$ cat src/rtl/rvm_sram_axi4_bridge.sv
// rvm_sram_axi4_bridge
//
// Connects the core's SRAM-style memory port to a single-beat AXI4 master.
// Only one transaction is in flight at a time, and the core is held with
// mem_stall until that transaction completes. Completion is the single DONE
// cycle: mem_stall is low, mem_rdata holds the read data and mem_error holds
// the response status.
//
// Optional feature: when AXI_WR_POSTED_EN is defined, writes are posted. A
// write completes as soon as its AW and W handshakes have finished. The B
// response is then collected in the background, and an error response sets
// bus_err_sticky. Any new request waits in IDLE until that response arrives.
// When the macro is undefined, writes wait for B and bus_err_sticky is tied 0.
//
// Ports
//   ACLK, ARESET        single clock; synchronous active-high reset
//   mem_addr/wdata      core request address and write data
//   mem_c_en            core request valid, held until mem_stall is low
//   mem_w_en            1 = write, 0 = read
//   mem_b_en            write byte enables
//   mem_rdata           read data, valid in the completion cycle and held
//   mem_error           response error, valid in the completion cycle
//   mem_stall           core must hold its request while this is high
//   M_AXI_AR*/R*        AXI4 read address and read data channels
//   M_AXI_AW*/W*/B*     AXI4 write address, write data and write response
//   bus_err_sticky      posted-write error flag; cleared only by ARESET
module rvm_sram_axi4_bridge #(
  parameter int ADDR_W = 32,
  parameter int DATA_W = 32
) (
  input  logic                ACLK,
  input  logic                ARESET,
  input  logic [ADDR_W-1:0]   mem_addr,
  input  logic [DATA_W-1:0]   mem_wdata,
  input  logic                mem_c_en,
  input  logic                mem_w_en,
  input  logic [DATA_W/8-1:0] mem_b_en,
  output logic [DATA_W-1:0]   mem_rdata,
  output logic                mem_error,
  output logic                mem_stall,
  output logic [ADDR_W-1:0]   M_AXI_ARADDR,
  output logic                M_AXI_ARVALID,
  output logic [2:0]          M_AXI_ARSIZE,
  input  logic                M_AXI_ARREADY,
  input  logic [DATA_W-1:0]   M_AXI_RDATA,
  input  logic [1:0]          M_AXI_RRESP,
  input  logic                M_AXI_RVALID,
  output logic                M_AXI_RREADY,
  output logic [ADDR_W-1:0]   M_AXI_AWADDR,
  output logic                M_AXI_AWVALID,
  output logic [2:0]          M_AXI_AWSIZE,
  input  logic                M_AXI_AWREADY,
  output logic [DATA_W-1:0]   M_AXI_WDATA,
  output logic [DATA_W/8-1:0] M_AXI_WSTRB,
  output logic                M_AXI_WVALID,
  input  logic                M_AXI_WREADY,
  input  logic [1:0]          M_AXI_BRESP,
  input  logic                M_AXI_BVALID,
  output logic                M_AXI_BREADY,
  output logic                bus_err_sticky
);

  localparam int STRB_W   = DATA_W / 8;
  localparam int SIZE_LOG = $clog2(STRB_W);

  typedef enum logic [2:0] {IDLE, RADDR, RDATA, WREQ, WRESP, DONE} state_t;

  state_t              state, state_next;
  logic [ADDR_W-1:0]   addr_q;
  logic [DATA_W-1:0]   wdata_q;
  logic [STRB_W-1:0]   strb_q;
  logic [DATA_W-1:0]   rdata_q;
  logic                err_q;
  logic                aw_done, w_done;
  logic                accept;
  logic                hold_new;

  // Every access is a full-width beat, so the address is aligned to the bus
  // width and the transfer size always covers the whole bus.
  assign M_AXI_ARADDR = addr_q & ~ADDR_W'(STRB_W - 1);
  assign M_AXI_AWADDR = M_AXI_ARADDR;
  assign M_AXI_ARSIZE = 3'(SIZE_LOG);
  assign M_AXI_AWSIZE = 3'(SIZE_LOG);
  assign M_AXI_WDATA  = wdata_q;
  assign M_AXI_WSTRB  = strb_q;
  assign mem_rdata    = rdata_q;
  assign mem_error    = err_q;

`ifdef AXI_WR_POSTED_EN
  logic b_pending;
  logic sticky_q;
  assign hold_new       = b_pending;
  assign bus_err_sticky = sticky_q;
`else
  assign hold_new       = 1'b0;
  assign bus_err_sticky = 1'b0;
`endif

  // Next-state and handshake decode. All valid/ready outputs come from
  // registered state and flags, so they stay stable until a handshake occurs.
  always_comb begin
    state_next    = state;
    mem_stall     = 1'b1;
    accept        = 1'b0;
    M_AXI_ARVALID = 1'b0;
    M_AXI_RREADY  = 1'b0;
    M_AXI_AWVALID = 1'b0;
    M_AXI_WVALID  = 1'b0;
    M_AXI_BREADY  = 1'b0;
    case (state)
      IDLE: begin
        mem_stall = mem_c_en;
        if (mem_c_en && !hold_new) begin
          accept     = 1'b1;
          state_next = mem_w_en ? WREQ : RADDR;
        end
      end
      RADDR: begin
        M_AXI_ARVALID = 1'b1;
        if (M_AXI_ARREADY) state_next = RDATA;
      end
      RDATA: begin
        M_AXI_RREADY = 1'b1;
        if (M_AXI_RVALID) state_next = DONE;
      end
      WREQ: begin
        // AW and W finish independently; leave WREQ once both have finished.
        M_AXI_AWVALID = !aw_done;
        M_AXI_WVALID  = !w_done;
        if ((aw_done || M_AXI_AWREADY) && (w_done || M_AXI_WREADY)) begin
`ifdef AXI_WR_POSTED_EN
          state_next = DONE;
`else
          state_next = WRESP;
`endif
        end
      end
      WRESP: begin
        M_AXI_BREADY = 1'b1;
        if (M_AXI_BVALID) state_next = DONE;
      end
      DONE: begin
        mem_stall  = 1'b0;
        state_next = IDLE;
      end
      default: state_next = IDLE;
    endcase
`ifdef AXI_WR_POSTED_EN
    // With posted writes, the B response is accepted whenever one is owed.
    M_AXI_BREADY = b_pending;
`endif
  end

  // State register, request capture and response capture. mem_error is
  // valid for the single DONE cycle only and is cleared as DONE is left.
  always_ff @(posedge ACLK) begin
    if (ARESET) begin
      state   <= IDLE;
      addr_q  <= '0;
      wdata_q <= '0;
      strb_q  <= '0;
      rdata_q <= '0;
      err_q   <= 1'b0;
      aw_done <= 1'b0;
      w_done  <= 1'b0;
    end else begin
      state <= state_next;
      if (accept) begin
        addr_q  <= mem_addr;
        wdata_q <= mem_wdata;
        strb_q  <= mem_b_en;
        aw_done <= 1'b0;
        w_done  <= 1'b0;
      end
      if (state == WREQ) begin
        if (M_AXI_AWREADY) aw_done <= 1'b1;
        if (M_AXI_WREADY)  w_done  <= 1'b1;
      end
      if (state == RDATA && M_AXI_RVALID) begin
        rdata_q <= M_AXI_RDATA;
        err_q   <= (M_AXI_RRESP != 2'b00);
      end
      if (state == WRESP && M_AXI_BVALID) err_q <= (M_AXI_BRESP != 2'b00);
      if (state == DONE) err_q <= 1'b0;
    end
  end

`ifdef AXI_WR_POSTED_EN
  // A posted write owes one B response. A new request is not accepted until
  // that response arrives, so at most one response is ever outstanding.
  always_ff @(posedge ACLK) begin
    if (ARESET) begin
      b_pending <= 1'b0;
      sticky_q  <= 1'b0;
    end else if (state == WREQ && state_next == DONE) begin
      b_pending <= 1'b1;
    end else if (b_pending && M_AXI_BVALID) begin
      b_pending <= 1'b0;
      if (M_AXI_BRESP != 2'b00) sticky_q <= 1'b1;
    end
  end
`endif

endmodule
$ cat config.mk
export PLATFORM = sky130hd
export DESIGN_NAME = rvm_sram_axi4_bridge
export DESIGN_NICKNAME = d
export VERILOG_FILES = /design/src/rtl/rvm_sram_axi4_bridge.sv
export SDC_FILE = /design/constraint.sdc
export NUM_CORES = 1
export LEC_CHECK = 0
export CAP_MARGIN = 20
export CORE_MARGIN = 2
export CORE_UTILIZATION = 43
export DETAILED_ROUTE_END_ITERATION = 8
export DONT_BUFFER_PORTS = 1
export PLACE_DENSITY = 0.66
export SETUP_SLACK_MARGIN = 0.15
export SLEW_MARGIN = 15
export SYNTH_ARGS = -nofsm -noshare
export SYNTH_HDL_FRONTEND = slang
export SYNTH_SLANG_ARGS = --single-unit
$ cat constraint.sdc
create_clock -name ACLK -period 4.6 [get_ports ACLK]
set_input_delay 0.46 -clock ACLK [delete_from_list [all_inputs] [get_ports ACLK]]
set_output_delay 0.46 -clock ACLK [all_outputs]
set_load 0.02 [all_outputs]
==> results.yml <==
critical_path:
  cp.arrival_ps: 2740
  cp-end-kind: "register"
  cp_max_fo: 33
  critPathKind: "reg2reg"
  endpoint: "mem_rdata[20]"
  r2r_start: "state[1]"
  required_ps: 4890
  r2r_cells: 4
  rrSetupSlack_ps: 2150
  start_kind: "register"
  reg2reg_to: "mem_rdata[20]"
  startpoint: "state[1]"
job:
  max-cap-violations: 0
clock_network:
  cts_resized: 0
  clk_latency_ps: 350
  cts_tree: "done"
  cts.sink_count: 104
  clkTransAtPathRegs_ps: 100
  clock_path_buffers: 2
  holdBufCountCts: 0
  cts_max_level: 3
  post-cts-setup-buffer-count: 0
  cts_root_buf: "clkbuf_8"
  cts_buffers: 9
status:
  status: "completed"
synth:
  synthDominantAreaCellType: "dfxtp_1"
  syn_area_sq_mm: 0.004090
  ys_ff_latch: 104
  ys_seq_area_share_pct: 50.90
  yosys-top-cells-area: "dfxtp_1 (51%), nand2_1 (18%), a21oi_1 (12%)"
  avgSynthCellArea_sq_um: 7.836
  synth_warnings: 0
  yosys.cell_types.count: 30
  yosysTopAreaCellShare_pct: 50.90
  synth_cells: 522
placement:
  hpwl_mm: 6.594
  globalplace.congestion: 0.7796
  portBuffers: 0
timing:
  fmax_ghz: 0.4080
  slew_viol_final: 0
  post-route-period-util_pct: 53.28
  setup_tns_ps: 0
  setup_viol: 0
  rsz0062_at_grt: "false"
  maxSlewHeadroom_pct: 28.45
  period_needed_ps: 2451
  holdWs_ps: 163.7
  fin_skew_ps: 8.994
  hold_violations: 0
  tightest_slew_ps: 1073
min_path:
  hold_class: "in2reg"
  holdPathStages: 1
finish:
  fin_nets: 580
  regArea_sq_mm: 0.002082
  diodes: 0
  area_delta_synth_final_pct: -2.264
  drive_gt1_share_pct: 4.449
  multi_input_area_sq_mm: 0.001550
  layout_common_cells: "nand2_1 (200), dfxtp_1 (104), a21oi_1 (101)"
  final_common_cell: "nand2_1"
  fillCellCount: 945
floorplanning:
  start_util_pct: 44.27
  ios: 259
  die_x_microns: 101.5
  die_h_microns: 101.5
  rows: 35
  core_sq_mm: 0.009240
  fp.dieArea_sq_mm: 0.01031
pwr:
  p_sw_mw: 1.142
  clkPwrFrac_pct: 20.0
  cellInternalPower_mw: 1.458
  power.density_mw_per_mm2: 650.4
  swShare_pct: 43.91
  seq_power_share_pct: 58.0
  max-vdd-ir-drop_v: 0.0003186
  p_leak_nw: 1.407
  pwr-share-comb_pct: 22.0
global_routing:
  grt_usage_pct: 16.83
  antenna_found_initial: 1
  grt_pass1_vias: 2782
  grt_first_pass_wirelength_mm: 13.63
  grt_start_max_net_pins: 105
  grt_overflow: 0
detailed_routing:
  dr.pass1.iters: 5
  viasPerCell: 5.116
  drt_first_iter_violations: 84
  totalWireLength_mm: 9.368
  vias: 3075
  drc: 0
  post_drt_wl_per_cell_microns: 15.59
  ant_nets: 0
-- final cells by class --
cell class / count / area share (%)
tap: 129 / 4.038
inverter: 3 / 0.2817
clock buffer: 9 / 3.099
sequential: 104 / 52.08
timing repair buffer: 2 / 0.3756
multi-input combinational: 347 / 38.78
clock inverter: 7 / 1.346
-- Yosys cell counts, drive strengths merged --
cell / instances
nor2: 6
o31ai: 1
nor3: 1
or4b: 1
o22ai: 1
a21oi: 101
nand3b: 1
inv: 3
and3b: 1
nor2b: 1
a211o: 1
o21bai: 1
mux2i: 3
nor3b: 4
buf: 57
conb: 2
nand3: 1
clkbuf: 20
and2: 3
nand2: 200
dfxtp: 104
o21ai: 4
o211ai: 1
nor4b: 1
a22oi: 3
-- per-stage QoR --
stage / setup slack (ps) / power, mW / instances / area (sq um) / utilization, %
4_1_cts: 2133 / 2.638 / 601 / 3998 / 43.26
5_1_grt: 1939 / 2.781 / 601 / 3998 / 43.26
6_report: 2149 / 2.600 / 601 / 3998 / 43.26
2_1_floorplan: 2897 / 2.103 / 531 / 4124 / -
3_3_place_gp: 2234 / 2.080 / 585 / 3820 / 41.34
3_5_place_dp: 2148 / 2.113 / 585 / 3820 / 41.34
-- worst max-delay path: stages, from the launching register on --
cell     delay, ps
dfxtp_1        580
nor3b_2        520
and2_1         920
nand2_1        190
a21oi_1        180
-- routing by layer --
metal,vias up,global-route usage [%],routed length (microns)
li1,1505,-,-
met4,2,5.198,68
met2,145,29.86,4949
met3,12,6.625,782
met1,1411,18.43,3550
met5,-,0,16
-- flip-flops by register name (all words and copies together) (netlist names) --
signal and cells:
mem_error 1, addr_q 30, mem_rdata 32, aw_done 1
M_AXI_WSTRB 4, state 3, M_AXI_WDATA 32, w_done 1
-- power by group through the flow --
stage                     clock [mW]  combinational, mW  sequential [mW]
final                          0.521              0.571             1.51
after global routing           0.588              0.652             1.54
after CTS                      0.548              0.579             1.51
after detailed placement           0              0.579             1.53
after global placement             0              0.553             1.53
after floorplan                    0              0.721             1.38
-- worst min path at each step --
stage / start / end / slack, ps
after floorplan: w_done / w_done / 490
after global placement: w_done / w_done / 510
after detailed placement: w_done / w_done / 520
after CTS: ARESET / aw_done / 140
after global routing: ARESET / M_AXI_WDATA[18] / 130
final: ARESET / M_AXI_WDATA[18] / 160
-- cell families (layout without fill, tap and decap cells) --
logic type,after synthesis,after routing,share of synthesized area [%]
buffers and inverters,80,21,12.24
other,2,11,0.1836
AND/OR/NAND/NOR,220,220,21.63
flip-flops,104,104,50.90
AO/OA/AOI/OAI,113,113,14.32
multiplexers,3,3,0.7342
Note: power is estimated with default switching activity, not from simulation.
